[config.mk]
export PLATFORM = sky130hd
export DESIGN_NAME = mem_port_arbiter
export DESIGN_NICKNAME = d
export VERILOG_FILES = /design/src/rtl/mem_port_arbiter_pkg.sv /design/src/rtl/mem_port_arbiter_timeout_counter.sv /design/src/rtl/mem_port_arbiter.sv
export SDC_FILE = /design/constraint.sdc
export NUM_CORES = 1
export LEC_CHECK = 0
export ABC_CLOCK_PERIOD_IN_PS = 2600
export CAP_MARGIN = 20
export CORE_AREA = 5 5 101 103
export CTS_BUF_LIST = sky130_fd_sc_hd__clkbuf_4 sky130_fd_sc_hd__clkbuf_8
export CTS_CLUSTER_DIAMETER = 150
export DETAILED_ROUTE_END_ITERATION = 8
export DIE_AREA = 0 0 106 108
export DONT_BUFFER_PORTS = 1
export PLACE_DENSITY = 0.66
export SLEW_MARGIN = 0
export SYNTH_ARGS = -nofsm -noshare
export SYNTH_HDL_FRONTEND = slang
export SYNTH_HIERARCHICAL = 1
export SYNTH_SLANG_ARGS = --single-unit
[constraint.sdc]
create_clock -name clk -period 2.6 [get_ports clk]
set_input_delay 0.26 -clock clk [delete_from_list [all_inputs] [get_ports clk]]
set_output_delay 0.26 -clock clk [all_outputs]
set_load 0.005 [all_outputs]
[src/rtl/mem_port_arbiter_pkg.sv]
// Shared types for the unified memory port arbiter: FSM states, grant owner
// and the fetch/data tie-break rule.
package mem_port_arbiter_pkg;

    typedef enum logic [1:0] {
        ARB_IDLE,
        ARB_IF,
        ARB_DM,
        ARB_ERR
    } arb_state_t;

    typedef enum logic {
        GRANT_IF,
        GRANT_DM
    } grant_t;

    // Data stage wins a contest unless it also won the previous one
    function automatic grant_t pick_grant(input logic if_pend, input logic dm_pend,
                                          input grant_t last_grant);
        if (if_pend && dm_pend)
            return (last_grant == GRANT_DM) ? GRANT_IF : GRANT_DM;
        return dm_pend ? GRANT_DM : GRANT_IF;
    endfunction

endpackage

[src/rtl/mem_port_arbiter_timeout_counter.sv]
// Saturating wait-cycle counter; expired flags the last wait cycle allowed
// before the access is declared dead.
module mem_port_arbiter_timeout_counter #(
    parameter int unsigned TIMEOUT = 255
) (
    input  logic clk,
    input  logic rst,
    input  logic clear,
    input  logic enable,
    output logic expired
);

    localparam int unsigned CNT_W = $clog2(TIMEOUT + 1);

    logic [CNT_W-1:0] count;

    always_ff @(posedge clk or posedge rst) begin
        if (rst)
            count <= '0;
        else if (clear)
            count <= '0;
        else if (enable && (count != CNT_W'(TIMEOUT)))
            count <= count + CNT_W'(1);
    end

    assign expired = (count >= CNT_W'(TIMEOUT - 1));

endmodule

[src/rtl/mem_port_arbiter.sv]
// Arbitrates the single memory port between fetch (read-only) and the data
// stage, holding the registered memory request until mem_ready.
module mem_port_arbiter
    import mem_port_arbiter_pkg::*;
#(
    parameter int unsigned ADDR_W  = 32,
    parameter int unsigned DATA_W  = 32,
    parameter int unsigned TIMEOUT = 255
) (
    input  logic              clk,
    input  logic              rst,
    input  logic              if_req,
    input  logic [ADDR_W-1:0] if_addr,
    output logic [DATA_W-1:0] if_rdata,
    output logic              if_done,
    input  logic              dm_req,
    input  logic              dm_we,
    input  logic [ADDR_W-1:0] dm_addr,
    input  logic [DATA_W-1:0] dm_wdata,
    output logic [DATA_W-1:0] dm_rdata,
    output logic              dm_done,
    output logic              stall_fetch,
    output logic              stall_dm,
    output logic              mem_req,
    output logic              mem_we,
    output logic [ADDR_W-1:0] mem_addr,
    output logic [DATA_W-1:0] mem_wdata,
    input  logic [DATA_W-1:0] mem_rdata,
    input  logic              mem_ready,
    output logic              err_timeout
);

    arb_state_t state;
    arb_state_t state_next;
    grant_t     last_grant;
    grant_t     grant_c;
    logic       start_c;
    logic       busy_c;
    logic       expired;

    // State register
    always_ff @(posedge clk or posedge rst) begin
        if (rst)
            state <= ARB_IDLE;
        else
            state <= state_next;
    end

    // Next-state logic
    always_comb begin
        state_next = state;
        start_c    = 1'b0;
        grant_c    = pick_grant(if_req, dm_req, last_grant);
        case (state)
            ARB_IDLE: begin
                if (if_req || dm_req) begin
                    start_c    = 1'b1;
                    state_next = (grant_c == GRANT_DM) ? ARB_DM : ARB_IF;
                end
            end
            ARB_IF, ARB_DM: begin
                if (mem_ready)
                    state_next = ARB_IDLE;
                else if (expired)
                    state_next = ARB_ERR;
            end
            ARB_ERR:  state_next = ARB_ERR;
            default:  state_next = ARB_IDLE;
        endcase
    end

    // Outputs: completion and read data pass straight through from memory
    always_comb begin
        busy_c      = (state == ARB_IF) || (state == ARB_DM);
        if_done     = (state == ARB_IF) && mem_ready;
        dm_done     = (state == ARB_DM) && mem_ready;
        if_rdata    = rst ? '0 : mem_rdata;
        dm_rdata    = rst ? '0 : mem_rdata;
        stall_fetch = if_req && !if_done && !rst;
        stall_dm    = dm_req && !dm_done && !rst;
    end

    // Memory-side request registers, held stable for the whole access
    always_ff @(posedge clk or posedge rst) begin
        if (rst) begin
            mem_req     <= 1'b0;
            mem_we      <= 1'b0;
            mem_addr    <= '0;
            mem_wdata   <= '0;
            last_grant  <= GRANT_IF;
            err_timeout <= 1'b0;
        end else begin
            if (start_c) begin
                mem_req    <= 1'b1;
                last_grant <= grant_c;
                if (grant_c == GRANT_DM) begin
                    mem_we    <= dm_we;
                    mem_addr  <= dm_addr;
                    mem_wdata <= dm_wdata;
                end else begin
                    mem_we    <= 1'b0;
                    mem_addr  <= if_addr;
                end
            end else if (busy_c && (mem_ready || expired)) begin
                mem_req <= 1'b0;
                mem_we  <= 1'b0;
            end
            if (busy_c && !mem_ready && expired)
                err_timeout <= 1'b1;
        end
    end

    mem_port_arbiter_timeout_counter #(
        .TIMEOUT (TIMEOUT)
    ) u_timeout (
        .clk     (clk),
        .rst     (rst),
        .clear   (!busy_c || mem_ready),
        .enable  (busy_c && !mem_ready),
        .expired (expired)
    );

endmodule

==> out/qor.yml, run 1 <==
run_status:
  status: "finished clean"
placed_design:
  hpwl_um: 8640
  place_congestion: 0.730
  place_area_um2: 3930
  dp_cells: 425
  io_buffer_count: 0
  place_ws_ps: 750
die:
  die_area_um2: 11400
  ios: 269
  core_area_um2: 9110
  rows: 35
  fp.dieW_um: 106
  fp.dieH_um: 108
  start_util: 0.450
critical_path:
  path_cells: "inv_1 > ha_1 > nand2b_1 > buf_4 > a2bb2oi_1 > mux2_2"
  crit_path_start: "state[0]$_DFFE_PP0P_"
  r2r_start: "state[0]$_DFFE_PP0P_"
  crit_type: "register to register"
  worst_setup_path_start_kind: "register"
  crit_fanout: 12
  path_buf_inv: 2
  arrival_ps: 2080
  worst-endpoint-required_ps: 2830
  crit_family: "flip-flops"
  cp-end-kind: "register"
  critPathMaxStageDelay_ps: 410
  cpMaxStageDelayCell: "dfrtp_1"
synth:
  synth-compound-area-share: 0.0818
  synthAdderAreaFrac: 0.0214
  synth-seq-cells: 78
  yosys.area.top_type: "dfrtp_1"
  syn_nets: 502
  synth_cell_type_count: 42
  seq_area_frac_synth: 0.476
  ys.warnings.count: 6
  synth_ff_type: "dfrtp_1"
  syn_inst: 361
  ys_async_sr_fraction: 1.00
  synth-xor-area-share: 0
  syn_avg_cell_area_um2: 11.4
  synth_simple_gate_area_frac: 0.121
  synth_top_family_by_area: "multiplexers"
  synth_mux_area_frac: 0.201
  synth_edf_count: 0
  yosysTopAreaCellShare: 0.476
  netlist_area_um2: 4100
  synthTopCellsByArea: "dfrtp_1 (48%), mux2_4 (11%), mux2i_1 (8.1%)"
power:
  leakagePower_nw: 2.02
  fin_total_pwr_mw: 4.69
  ir_worst_vdd_v: 0.000444
  powerDensity_nw_per_um2: 1120
final_layout:
  final_common_cell: "dfrtp_1"
  areaGrowthSynthToFinish_pct: 1.98
  final_cell_mix: "dfrtp_1 (78), nand2_1 (38), mux2i_1 (33), o21ai_0 (33), nor2b_1 (32)"
  drive_above_1_share: 0.187
  final_area_um2: 4180
  fillers: 839
  final_nets: 467
  instances_no_fill: 442
  antenna_cells: 0
timing:
  timing.fmax_mhz: 539
  worst_pin_slew_ps: 867
  setup_slack_ps: 743
  slew_headroom: 0.420
  rsz0062_at_grt: "false"
  post-route-period-util: 0.714
  min_period_ps: 1860
  finClkSkew_ps: 12.9
  setup_tns_ps: 0
  hold_violations: 0
  final-max-slew-violation-count: 0
  setup_viol: 0
hold_path:
  worstHoldStart: "dm_wdata[22]"
  hp-class: "primary input to register"
job:
  max_cap_viol_count: 0
clock_tree:
  cts_buffers: 9
  clkTransAtPathRegs_ps: 90
  clock_latency_ps: 350
  cts_resized: 0
  cts_sinks: 78
  cts_buffer_depth: 2
  cts_root_buf: "clkbuf_8"
  h-tree-depth: 3
  tritoncts: "yes"
global_route:
  grt_pass1_wl_um: 15900
  groute.usage.overall: 0.185
  antenna_found_initial: 1
  first_global_vias: 2707
  grt_max_degree: 43
  grt.overflow.total: 0
route:
  drtAntennaViolNets: 0
  drt-initial-drc-count: 110
  firstDrtPassIters: 4
  wl_per_cell_um: 24.2
  vias: 2478
  post_drt_via_cell_ratio: 5.61
  wl_um: 10700
  drc_errors: 0
area by class of cell:
type / instances / area (µm²) / share of cell area
multi-input cells: 222 / 1760 / 0.421
clock inverters: 7 / 114 / 0.0272
well taps: 111 / 139 / 0.0332
flip-flops and latches: 78 / 1950 / 0.467
inverters: 9 / 33.8 / 0.00808
clock buffers: 9 / 124 / 0.0296
repair buffers: 6 / 60.1 / 0.0144
worst paths after layout:
| check | cells after the start | endpoint | slack, ps |
|---|---|---|---|
| setup reg to reg | 6 | state[1]$_DFFE_PP0P_ | 740 |
| hold reg to reg | 2 | mem_addr[28]$_DFFE_PP0P_ | 520 |
| min in group asynchronous | 2 | u_timeout/count[2]$_DFFE_PP0P_ | 390 |
| hold / removal | 1 | mem_wdata[22]$_DFFE_PP0P_ | 50 |
| max in group asynchronous | 3 | mem_addr[9]$_DFFE_PP0P_ | 1390 |
| setup / recovery | 6 | state[1]$_DFFE_PP0P_ | 740 |
kinds of logic (layout without fill, tap and decap cells):
group           Yosys count  count (layout)
buf+inv                  61              31
simple gates             93              93
mux                      67              67
fa+ha+maj                 7               7
flops                    78              78
compound gates           55              55
cells in the mapped netlist (all sizes together) (2+ instances only):
cell / instances
dfrtp: 78
buf: 45
nand2: 39
mux2: 34
o21ai: 34
mux2i: 33
nor2b: 32
inv: 9
clkbuf: 7
ha: 7
a31oi: 5
and2: 4
nand3: 4
nor2: 4
a311oi: 3
and3: 3
a21boi: 2
a21oi: 2
a2bb2oi: 2
and4: 2
nor3b: 2
flip-flops by register name, summed over array words and instances, names as in the netlist:
| name | count |
|---|---|
| last_grant | 1 |
| err_timeout | 1 |
| state | 2 |
| mem_we | 1 |
| mem_req | 1 |
| mem_wdata | 32 |
| mem_addr | 32 |
| u_timeout/count | 8 |
power breakdown:
part / leakage (nW) / total [mW] / switching [mW] / internal (mW)
combinational: 0.941 / 1.38 / 0.642 / 0.737
sequential: 0.965 / 2.26 / 0.495 / 1.76
clock: 0.119 / 1.05 / 0.487 / 0.564
total: 2.02 / 4.69 / 1.62 / 3.06
metrics by stage:
step | hold slack [ps] | util
after global routing | 11.9 | 0.459
after global placement | 118 | 0.432
after floorplan | 75.7 | -
final | 48.7 | 0.459
after CTS | 22.9 | 0.459
after detailed placement | 126 | 0.432
metal layers:
| layer | GRT usage | share of wire | up-vias |
|---|---|---|---|
| li1 | - | - | 1126 |
| met1 | 0.176 | 0.32 | 1143 |
| met2 | 0.352 | 0.55 | 183 |
| met3 | 0.0722 | 0.10 | 26 |
| met4 | 0.0796 | 0.029 | 0 |
| met5 | 0 | 0 | - |
worst reg2reg max path, stage by stage, from the launching register on:
cell,delay (ps)
dfrtp_1,410
inv_1,140
ha_1,260
nand2b_1,90
buf_4,180
a2bb2oi_1,280
mux2_2,370
what timing repair did:
action / 4_1_cts / 5_1_grt
endpoints found under the hold margin: 42 / 0
hold buffers: 1 / 0
buffers inserted: 0 / 0
(Power assumes the default switching activity.)
==> inputs of run 2 (changes only) <==
--- a/config.mk
+++ b/config.mk
@@ -5,15 +5,15 @@
 export SDC_FILE = /design/constraint.sdc
 export NUM_CORES = 1
 export LEC_CHECK = 0
-export ABC_CLOCK_PERIOD_IN_PS = 2600
+export ABC_CLOCK_PERIOD_IN_PS = 1700
 export CAP_MARGIN = 20
-export CORE_AREA = 5 5 101 103
+export CORE_AREA = 5 5 102 104
 export CTS_BUF_LIST = sky130_fd_sc_hd__clkbuf_4 sky130_fd_sc_hd__clkbuf_8
 export CTS_CLUSTER_DIAMETER = 150
 export DETAILED_ROUTE_END_ITERATION = 8
-export DIE_AREA = 0 0 106 108
+export DIE_AREA = 0 0 107 109
 export DONT_BUFFER_PORTS = 1
-export PLACE_DENSITY = 0.66
+export PLACE_DENSITY = 0.67
 export SLEW_MARGIN = 0
 export SYNTH_ARGS = -nofsm -noshare
 export SYNTH_HDL_FRONTEND = slang
==> constraint.sdc (replaced) <==
create_clock -name clk -period 1.7 [get_ports clk]
set_input_delay 0.17 -clock clk [delete_from_list [all_inputs] [get_ports clk]]
set_output_delay 0.17 -clock clk [all_outputs]
set_load 0.005 [all_outputs]
==> run 2 against run 1 <==
Sequential share of layout area is 5.8 points lower. The run now ends with negative setup slack left. Clock skew is 1.2 ps lower. Core utilization is 4.6 points higher. Non-clock buffer count is 53 higher. Count of clock-buffer cells in the layout stayed put. Sequential power is 53% higher. Sequential cell count stayed put. Combinational power is 96% higher. Register-to-register slack worse by 680 ps. Critical endpoint is now stall_fetch.
==> out/qor.yml, run 2 (synthesis results as in run 1) <==
run_status:
  status: "complete, but fails checks"
  violations: "negative setup slack"
final_layout:
  instances_no_fill: 499  # +13%
  multi_input_area_um2: 1820  # +3.8%
  final_area_um2: 4780  # +14%
  final_nets: 520  # +11%
  regArea_um2: 1950  # unchanged
  fillers: 840  # +0.12%
  drive_above_1_share: 0.247  # +0.0601
  reg.largest.list: "mem_addr: 32 flops, mem_wdata: 32 flops, u_timeout/count: 8 flops"
  final_common_cell: "dfrtp_1"
  final_cell_mix: "dfrtp_1 (78), nand2_1 (38), dlygate4sd3_1 (35)"
  areaGrowthSynthToFinish_pct: 16.5
timing:
  final-max-slew-violation-count: 0  # unchanged
  slew_headroom: 0.685  # +0.265
  post-route-period-util: 1.03
  finClkSkew_ps: 11.7  # -1.24 ps
  min_period_ps: 1750
  setup_slack_ps: -53.6  # -797 ps
  worst_pin_slew_ps: 471  # -395 ps
  hold_ws_ps: 24.0  # -24.7 ps
  hold_violations: 0  # unchanged
  setup_viol: 2  # +2
  rsz0062_at_grt: "true"
  timing.fmax_mhz: 570
global_route:
  met3_usage: 0.0799  # +0.00769
  grt_max_degree: 71  # +65%
  met1_usage: 0.196  # +0.0206
  antenna_found_initial: 2  # +1
  first_global_vias: 2914  # +7.6%
  grt.overflow.total: 0  # unchanged
  grt_pass1_wl_um: 16700  # +4.9%
  top_usage_layer: "met2"
  grt_use_met2: 0.348  # -0.00308
  groute.usage.overall: 0.190  # +0.00504
clock_tree:
  clock_latency_ps: 340  # about the same
  h-tree-depth: 3  # unchanged
  cts_buffers: 9  # unchanged
  clkTransAtPathRegs_ps: 100  # about the same
  cts_root_buf: "clkbuf_8"
  cts_sinks: 78  # unchanged
  tritoncts: "yes"
  cts_buffer_depth: 2  # unchanged
critical_path:
  cp-end-kind: "output port"
  crit_fanout: 2  # -10
  worst_setup_path_start_kind: "register"
  worst-endpoint-required_ps: 1530  # -1300 ps
  crit_type: "register to output port"
  arrival_ps: 1580  # -500 ps
route:
  wl_um: 11400  # +6.4%
  wl_per_cell_um: 22.8  # -5.8%
  post_drt_via_cell_ratio: 5.43  # -3.2%
  vias: 2709  # +9.3%
  drtAntennaViolNets: 0  # unchanged
  drc_errors: 0  # unchanged
  firstDrtPassIters: 4  # unchanged
  drt-initial-drc-count: 71  # -35%
die:
  core_area_um2: 9460  # +3.8%
  ios: 269  # unchanged
  fp.dieH_um: 109  # +0.93%
  die_area_um2: 11700  # +1.9%
  start_util: 0.433  # -0.0167
  fp.dieW_um: 107  # +0.94%
  rows: 36  # +2.9%
power:
  fin_total_pwr_mw: 7.63  # +63%
  leakagePower_nw: 2.28  # +12%
  powerDensity_nw_per_um2: 1600  # +43%
  ir_worst_vdd_v: 0.000748  # +68%
placed_design:
  place_ws_ps: -10.6  # -760 ps
  place_area_um2: 4080  # +3.6%
  place_congestion: 0.940  # +29%
  hpwl_um: 8470  # -1.9%
  dp_cells: 441  # +3.8%
  io_buffer_count: 0  # unchanged
job:
  max_cap_viol_count: 0  # unchanged
hold_path:
  hp-class: "primary input to register"
run 2: cell count changes in the layout (fill, tap and decap cells not counted), sizes merged:
cell         previous run  this run
bufinv                  2         1
diode                   0         1
dlygate4sd3             1        35
clkinvlp                0         2
clkinv                  2         1
buf                     5        24
run 2: path summary, 6_finish.rpt:
check	startpoint	cells past startpoint	slack, ps	to
worst max register to register	state[1]$_DFFE_PP0P_	7	60	u_timeout/count[6]$_DFFE_PP0P_
worst max-delay path	state[1]$_DFFE_PP0P_	7	-50	stall_fetch
max in group asynchronous	rst	3	1020	mem_addr[23]$_DFFE_PP0P_
min in group asynchronous	rst	2	220	u_timeout/count[5]$_DFFE_PP0P_
worst min register to register	mem_addr[22]$_DFFE_PP0P_	2	510	mem_addr[22]$_DFFE_PP0P_
worst min-delay path	if_addr[7]	2	20	mem_addr[7]$_DFFE_PP0P_
run 2: cell type report:
class / count / share of cell area
flip-flops and latches: 78 / 0.409
clock buffers: 9 / 0.0259
repair buffers: 59 / 0.127
well taps: 114 / 0.0299
inverters: 9 / 0.00786
clock inverters: 7 / 0.0181
multi-input cells: 222 / 0.382
diodes: 1 / 0.000524
run 2: power by group:
group / internal [mW] / switching (mW)
Sequential: 2.69 / 0.757
Clock: 0.712 / 0.770
Combinational: 1.51 / 1.19
run 2: per-stage QoR:
| step | setup TNS (ps) | utilization |
|---|---|---|
| finish | -98.9 | 0.505 |
| CTS | -229 | 0.500 |
| global route | -357 | 0.505 |
| floorplan | 0 | - |
| global placement | 0 | 0.431 |
| detailed placement | -10.6 | 0.431 |
run 2: metal layers:
layer | vias to the layer above | share of wire
met5 | - | 0.0011
met4 | 2 | 0.015
li1 | 1230 | -
met3 | 13 | 0.10
met1 | 1270 | 0.33
met2 | 194 | 0.55
run 2: what timing repair did:
action	4_1_cts	5_1_grt
gates resized for setup	18	7
endpoints found under the setup margin	5	10
endpoints found under the hold margin	111	0
buffers inserted	4	2
pin swaps	5	7
hold buffers	35	0
run 2: worst max-delay path, cell delays in order, from the launching register on:
cell and delay (ps):
dfrtp_1 390, inv_2 60, buf_6 120, ha_4 140, and2_4 150, nor3b_2 150, buf_4 150, buf_6 90
==> inputs of run 3 (changes only) <==
--- a/config.mk
+++ b/config.mk
@@ -5,7 +5,6 @@
 export SDC_FILE = /design/constraint.sdc
 export NUM_CORES = 1
 export LEC_CHECK = 0
-export ABC_CLOCK_PERIOD_IN_PS = 1700
 export CAP_MARGIN = 20
 export CORE_AREA = 5 5 102 104
 export CTS_BUF_LIST = sky130_fd_sc_hd__clkbuf_4 sky130_fd_sc_hd__clkbuf_8
==> results of run 3 <==
Final layout, timing and power as in run 2 (identical DEF).
